### config.mk
export PLATFORM = sky130hd
export DESIGN_NAME = muldiv_unit
export DESIGN_NICKNAME = d
export VERILOG_FILES = /design/src/rtl/muldiv_pkg.sv /design/src/rtl/muldiv_unit.sv
export SDC_FILE = /design/constraint.sdc
export NUM_CORES = 1
export LEC_CHECK = 0
export BUFFER_PORTS_ARGS = -buffer_cell sky130_fd_sc_hd__buf_2
export CELL_PAD_IN_SITES_DETAIL_PLACEMENT = 1
export CELL_PAD_IN_SITES_GLOBAL_PLACEMENT = 1
export CORE_MARGIN = 8
export CORE_UTILIZATION = 45
export DETAILED_ROUTE_END_ITERATION = 10
export HOLD_SLACK_MARGIN = 0.03
export PLACE_DENSITY = 0.85
export REMOVE_ABC_BUFFERS = 1
export SETUP_SLACK_MARGIN = 0.3
export SKIP_LAST_GASP = 1
export SLEW_MARGIN = 0
export SYNTH_ARGS = -nofsm -noshare
export SYNTH_HDL_FRONTEND = slang
export SYNTH_SLANG_ARGS = --single-unit
### constraint.sdc
create_clock -name clk -period 9.9 [get_ports clk]
set_input_delay 0.495 -clock clk [delete_from_list [all_inputs] [get_ports clk]]
set_output_delay 0.495 -clock clk [all_outputs]
set_load 0.005 [all_outputs]
### src/rtl/muldiv_pkg.sv
// Shared constants for the iterative multiply/divide unit: widths, op encodings, FSM states.
// The instruction decoder imports the same op encodings.
package muldiv_pkg;

    localparam int unsigned MULDIV_XLEN  = 32;
    localparam int unsigned MULDIV_CNT_W = 5;

    localparam logic [1:0] MULDIV_MUL   = 2'b00;
    localparam logic [1:0] MULDIV_MULHU = 2'b01;
    localparam logic [1:0] MULDIV_DIVU  = 2'b10;
    localparam logic [1:0] MULDIV_REMU  = 2'b11;

    localparam logic [1:0] ST_IDLE = 2'd0;
    localparam logic [1:0] ST_BUSY = 2'd1;
    localparam logic [1:0] ST_DONE = 2'd2;

endpackage

### src/rtl/muldiv_unit.sv
// Iterative unsigned multiply/divide unit (shift-add / restoring), one bit per cycle.
// Stalls the core while busy and presents a single-cycle regfile writeback in DONE.
module muldiv_unit
    import muldiv_pkg::*;
#(
    parameter int unsigned XLEN  = MULDIV_XLEN,
    parameter int unsigned CNT_W = MULDIV_CNT_W
) (
    input  logic             clk,
    input  logic             reset,
    input  logic             start,
    input  logic [1:0]       op,
    input  logic [XLEN-1:0]  operand_a,
    input  logic [XLEN-1:0]  operand_b,
    input  logic [4:0]       dest_reg,
    output logic             stall,
    output logic             wb_enable,
    output logic [4:0]       wb_reg,
    output logic [XLEN-1:0]  wb_data
);

    logic [1:0]      state_q, state_d;
    logic [CNT_W-1:0] cnt_q, cnt_d;
    logic [1:0]      op_q, op_d;
    logic [XLEN-1:0] b_q, b_d;
    // acc_hi holds hi (multiply) or R (divide); both stay below 2**XLEN between iterations,
    // so only the per-iteration intermediate needs the extra bit.
    logic [XLEN-1:0] acc_hi_q, acc_hi_d;
    logic [XLEN-1:0] acc_lo_q, acc_lo_d;
    logic [4:0]      wb_reg_q, wb_reg_d;
    logic [XLEN-1:0] wb_data_q, wb_data_d;

    logic [XLEN:0]   mul_sum;
    logic [XLEN-1:0] mul_hi_nx, mul_lo_nx;
    logic [XLEN:0]   div_r_sh, div_diff;
    logic            div_borrow;
    logic [XLEN-1:0] div_r_nx, div_q_nx;
    logic [XLEN-1:0] hi_nx, lo_nx, result;

    // One iteration of both datapaths; op_q[1] picks divide.
    always_comb begin
        mul_sum    = {1'b0, acc_hi_q} + (acc_lo_q[0] ? {1'b0, b_q} : '0);
        mul_hi_nx  = mul_sum[XLEN:1];
        mul_lo_nx  = {mul_sum[0], acc_lo_q[XLEN-1:1]};

        div_r_sh   = {acc_hi_q, acc_lo_q[XLEN-1]};
        div_diff   = div_r_sh - {1'b0, b_q};
        div_borrow = div_diff[XLEN];
        div_r_nx   = div_borrow ? div_r_sh[XLEN-1:0] : div_diff[XLEN-1:0];
        div_q_nx   = {acc_lo_q[XLEN-2:0], ~div_borrow};

        hi_nx = op_q[1] ? div_r_nx : mul_hi_nx;
        lo_nx = op_q[1] ? div_q_nx : mul_lo_nx;

        case (op_q)
            MULDIV_MUL:   result = mul_lo_nx;
            MULDIV_MULHU: result = mul_hi_nx;
            MULDIV_DIVU:  result = div_q_nx;
            default:      result = div_r_nx;
        endcase
    end

    always_comb begin
        state_d   = state_q;
        cnt_d     = cnt_q;
        op_d      = op_q;
        b_d       = b_q;
        acc_hi_d  = acc_hi_q;
        acc_lo_d  = acc_lo_q;
        wb_reg_d  = wb_reg_q;
        wb_data_d = wb_data_q;
        case (state_q)
            ST_IDLE: begin
                if (start) begin
                    op_d     = op;
                    b_d      = operand_b;
                    wb_reg_d = dest_reg;
                    cnt_d    = '0;
                    if (op[1] && (operand_b == '0)) begin
                        state_d   = ST_DONE;
                        wb_data_d = (op == MULDIV_DIVU) ? '1 : operand_a;
                    end else begin
                        state_d  = ST_BUSY;
                        acc_hi_d = '0;
                        acc_lo_d = operand_a;
                    end
                end
            end
            ST_BUSY: begin
                acc_hi_d = hi_nx;
                acc_lo_d = lo_nx;
                cnt_d    = cnt_q + CNT_W'(1);
                if (cnt_q == '1) begin
                    state_d   = ST_DONE;
                    wb_data_d = result;
                end
            end
            ST_DONE: state_d = ST_IDLE;
            default: state_d = ST_IDLE;
        endcase
    end

    always_ff @(posedge clk or posedge reset) begin
        if (reset) begin
            state_q   <= ST_IDLE;
            cnt_q     <= '0;
            op_q      <= '0;
            b_q       <= '0;
            acc_hi_q  <= '0;
            acc_lo_q  <= '0;
            wb_reg_q  <= '0;
            wb_data_q <= '0;
        end else begin
            state_q   <= state_d;
            cnt_q     <= cnt_d;
            op_q      <= op_d;
            b_q       <= b_d;
            acc_hi_q  <= acc_hi_d;
            acc_lo_q  <= acc_lo_d;
            wb_reg_q  <= wb_reg_d;
            wb_data_q <= wb_data_d;
        end
    end

    // Gated by reset so the core is never stalled while the unit is held in reset.
    assign stall     = ~reset && (((state_q == ST_IDLE) && start) || (state_q == ST_BUSY));
    assign wb_enable = ~reset && (state_q == ST_DONE) && (wb_reg_q != 5'd0);
    assign wb_reg    = wb_reg_q;
    assign wb_data   = wb_data_q;

endmodule

### Word-level counts from Yosys, hierarchy flattened

Index checks and enable logic that the tools add are counted.
Widths: inputs -> output; s select.

| word-level totals | value |
|---|---|
| word-level logic and storage cells | 61 |
| input bits | 74 |
| bits in registers | 142 |
| output and inout bits | 39 |

| cells by class | value |
|---|---|
| muxes and demuxes | 22 |
| reduce and logical (&&, ||, !) cells | 16 |
| bitwise logic cells | 2 |
| add/subtract/negate cells | 3 |
| equality and inequality tests | 10 |

Operator list:

| kind | count |
|---|---|
| $mux 32 | 12 |
| $pmux 32 s2 | 3 |
| $pmux 32 s3 | 1 |
| $add 32x32->33 | 1 |
| $sub 33x32->33 | 1 |
| $logic_not 32->1 | 1 |
| $pmux 5 s2 | 1 |
| $ne 2x2->1 const B | 4 |
| $eq 2x2->1 const B | 3 |
| $mux 2 | 3 |
| $reduce_and 2->1 | 3 |
| $add 5x1->5 const B | 1 |
| $eq 5x5->1 const B | 1 |
| $logic_and 1x1->1 | 5 |
| $mux 5 | 1 |
| $reduce_bool 5->1 | 1 |
| $eq 2x1->1 const B | 2 |
| $logic_not 2->1 | 2 |
| $pmux 2 s2 | 1 |
| $reduce_and 4->1 | 1 |
| $reduce_and 3->1 | 1 |
| $not 1->1 | 2 |
| $reduce_bool 2->1 | 1 |
| $logic_or 1x1->1 | 1 |

### Depth between registers and ports, before layout

| depth | value |
|---|---|
| depth after elaboration | 5 |
| depth in mapped cells | 15 |
| mapped depth without buffers | 13 |

### Worst setup path before layout

Ideal clock, no wire load.

| timing | value |
|---|---|
| path type | flip-flop to flip-flop |
| start | reg acc_lo_q[0] |
| end | reg wb_data_q[25] (netlist: wb_data[25]) |
| path slack | 6,597 ps |
| path buffers | 1 |
| setup time | 94 ps |
| data required time | 9,806 ps |
| data arrival time | 3,209 ps |
| period minus slack after synthesis | 3,303 ps |
| stages on the path, launching flop included | 14 |
| path through | dfrtp_1 > clkbuf_1 > and2_1 > ha_1 > fa_1 > a21oi_1 > o21ai_1 > a221o_1 > o311a_1 > o21ai_1 > o21ai_1 > xnor2_1 > a22o_1 > a211oi_1 |

| between the ends | value |
|---|---|
| word-level cells in the longest chain between the ends | 5 |

Ends and longest elaborated chain:

| what | line | text |
|---|---|---|
| start: declaration | muldiv_unit.sv:29 | `logic [XLEN-1:0] acc_lo_q, acc_lo_d;` |
| start signal: assignment | muldiv_unit.sv:119 | `acc_lo_q <= acc_lo_d;` |
| $mux 32 | muldiv_unit.sv:42 | `mul_sum = {1'b0, acc_hi_q} + (acc_lo_q[0] ? {1'b0, b_q} : '0);` |
| $add 32x32->33 | muldiv_unit.sv:42 |  |
| $pmux 32 s3 | muldiv_unit.sv:55 | `case (op_q)` |
| $mux 32 | muldiv_unit.sv:93 | `if (cnt_q == '1) begin` |
| $pmux 32 s2 | muldiv_unit.sv:72 | `case (state_q)` |
| end signal: assignment | muldiv_unit.sv:121 | `wb_data_q <= wb_data_d;` |
| end: declaration | muldiv_unit.sv:31 | `logic [XLEN-1:0] wb_data_q, wb_data_d;` |

Every way passes these cells. The select of a mux whose other input is x is not followed.
A chain may end at the register's enable or synchronous reset.

### Final worst setup path

| timing | value |
|---|---|
| start | reg acc_lo_q[31] |
| end | reg wb_data_q[9] (netlist: wb_data[9]) |

| between the ends | value |
|---|---|
| word-level cells in the longest chain between the ends | 5 |

Ends and longest elaborated chain:

| what | line | text |
|---|---|---|
| $sub 33x32->33 | muldiv_unit.sv:47 | `div_diff = div_r_sh - {1'b0, b_q};` |
| $mux 32 | muldiv_unit.sv:49 | `div_r_nx = div_borrow ? div_r_sh[XLEN-1:0] : div_diff[XLEN-1:0];` |
| $pmux 32 s3 | muldiv_unit.sv:55 |  |
| $mux 32 | muldiv_unit.sv:93 |  |
| $pmux 32 s2 | muldiv_unit.sv:72 |  |

Every way passes these cells. The select of a mux whose other input is x is not followed.

==> results.tsv <==
stage	metric	value	unit
run_status	outcome	finished clean	
place	hpwlAfterDp	31240	um
final_layout	fin_area	0.01271	mm2
detailed_routing	drcViolationCount	0	
timing	finalCriticalPeriod	4104	ps
yosys	synthArstFlopShare	1.000	
critical_path	critPathCapture	wb_data[9]	
critical_path	critPathRequiredTime	10230	ps
timing	fin_skew	16.58	ps
timing	hold_slack	197.4	ps
floorplanning	chipHeight	175.4	um
detailed_routing	met1_length	17600	um
clock_network	post_cts_buffers	0	
timing	finalSetupViolCount	0	
floorplanning	rows	58	
grt	grt_max_degree	77	
place	placedInstanceArea	0.01216	mm2
floorplanning	fp.dieW	175.4	um
final_layout	areaGrowthSynthToFinish	11.23	%
critical_path	path_depth	13	
yosys	yosysTopAreaCell	dfrtp_1	
critical_path	slowest_delay	580	ps
clock_network	h-tree-depth	4	
grt	grt-ovfl-total	0	
yosys	synthFlopType	dfrtp_1	
clock_network	clock_path_buffers	2	
floorplanning	start_util	0.4565	
yosys	synth.distinct_cells	78	
timing	slew_headroom	0.07152	
detailed_routing	final_antenna_net_count	0	
yosys	synth.avg_cell_area	8.632	um2
clock_network	cts_root_buf	clkbuf_16	
critical_path	worstPathArrival	4430	ps
timing	worstMarginPinSlew	1388	ps
critical_path	cp_num_buf_inv	2	
critical_path	worstPathMaxFanout	33	
clock_network	cts_resized	0	
critical_path	crit_family	simple AND/OR/NAND/NOR gates	
timing	fin_crit_sh	0.4145	
final_layout	ff_latch_area	0.003557	mm2
detailed_routing	drt_iter0_markers	849	
critical_path	crit_start	acc_lo_q[31]	
floorplanning	ios	113	
clock_network	clk_latency	450	ps
detailed_routing	dr.pass1.iters	5	
detailed_routing	post_drt_wl_per_cell	24.61	um
grt	grt.total_usage	0.2794	
yosys	yosysWarnings	0	
timing	finalHoldViolCount	0	
clock_network	cts_tree	done	
final_layout	multiInputGateArea	0.007302	mm2
critical_path	critPathLaunchType	flip-flop	
grt	grt_pass1_vias	12095	
critical_path	worst-setup-path-type	reg -> reg	
place	gp_congestion	0.9485	
detailed_routing	dr_wl_met2	20350	um
final_layout	drive_above_1_share	0.1893	
detailed_routing	avgViaCountPerCell	6.379	
critical_path	reg2reg_from	acc_lo_q[31]	
clock_network	clkSinkCount	142	
critical_path	cp_common_cell	inv_1	
critical_path	crit_path_end_kind	flip-flop	
floorplanning	fp.dieArea	0.03075	mm2
yosys	syn-instance-count	1324	
place	port_buffers	112	
detailed_routing	vias	11035	
job	cap_violations	0	
clock_network	cts_inserted_buffers	17	
critical_path	slowest_stage	nor2_8	
timing	slew_violations	0	
floorplanning	coreArea	0.02504	mm2
final_layout	fin_util	0.5077	
yosys	ys_ff_latch	142	
final_layout	fillers	3005	
detailed_routing	drt_wl_total	42570	um
clock_network	cts_hold_buffers	0	
grt	antenna_found_initial	0	
critical_path	worst_r2r_endpoint	wb_data[9]	
grt	grt_first_pass_wirelength	67870	um
detailed_routing	top_layer_used	met4	
timing	setup_tns	0	ps
yosys	synth_top_area_frac	0.3109	
timing	rsz0062_at_grt	no	
yosys	netlist_top_cells_area	dfrtp_1, ha_1, mux2_2	
critical_path	worst-r2r-setup-slack	5800	ps
min_path	hold_class	in -> async	
timing	fmax	243.7	MHz
yosys	netlist_area	0.01143	mm2
final_layout	num-nets-final	1529	
critical_path	r2r_cells	13	
yosys	yosysSeqAreaShare	0.3109	
final_layout	diodes	0	
clock_network	clk_pin_slew	70	ps
yosys	synth_edf_count	0	
detailed_routing	dr_wl_met3	2431	um
critical_path	crit_chain	inv_1, ha_1, inv_1, fa_1, a211oi_1, o211ai_1, nand3_1, and4b_1, nor3_4, nor2_8, mux2i_1, mux4_2, o31ai_1	
## per-stage QoR
step,worst slack (ps),std cells
floorplan,5349,1245
finish,5796,1730
detailed placement,5892,1698
global route,5671,1730
global placement,5848,1698
CTS,5852,1730
## final cells by class
| type | instances | share of cell area |
|---|---|---|
| clock buffer | 18 | 0.03376 |
| inverter | 64 | 0.01929 |
| clock inverter | 14 | 0.009646 |
| timing repair buffer | 123 | 0.05059 |
| sequential | 142 | 0.2798 |
| multi-input combinational | 1039 | 0.5744 |
| tap | 330 | 0.03248 |
## worst min path at each step
stage,endpoint,slack [ps]
after global placement,wb_data[23],460
final,cnt_q[2],200
after floorplan,cnt_q[3],440
after CTS,wb_reg[0],250
after detailed placement,cnt_q[3],480
after global routing,state_q[0],270
## cell usage after synthesis (all sizes together), types with 25 or more instances
master    n
nor2     76
mux2i    50
nand3    25
nor3     40
ha       66
dfrtp   142
clkbuf   56
a21o     28
and2     37
o21ai   129
xnor2    34
nand2   132
mux2     73
a21oi    95
inv      64
## per-layer routing
layer	vias to the layer above	track usage
met1	5520	0.3407
met3	128	0.04509
li1	4950	-
met4	0	0.1547
met5	-	0
met2	437	0.4654
## cells by family (layout without fill, tap and decap cells)
group	after synthesis	in the layout	synth area share
xor gates and xnor gates	50	50	0.03832
DFF	142	142	0.3109
AOI/OAI and AO/OA	414	414	0.2371
and+or+nand+nor	378	378	0.1591
adders and majority gates	68	68	0.07576
buffers and inverters	143	219	0.05124
muxes	129	129	0.1275
## placed cells by master (no fill, tap or decap), drive strengths merged, types with 14 or more instances in the layout
master  count
and2       37
mux2i      50
or3        15
xor2       16
a21oi      95
clkbuf     18
xnor2      34
o21ai     129
a211oi     17
nor3       40
dfrtp     142
a22o       14
nor2       76
mux2       73
inv        73
a21o       28
buf       123
nand3      25
nand2     132
a31oi      15
ha         66
Power is not shown: default switching activity piles up to over one toggle a cycle in this logic, so the estimate is an artifact.
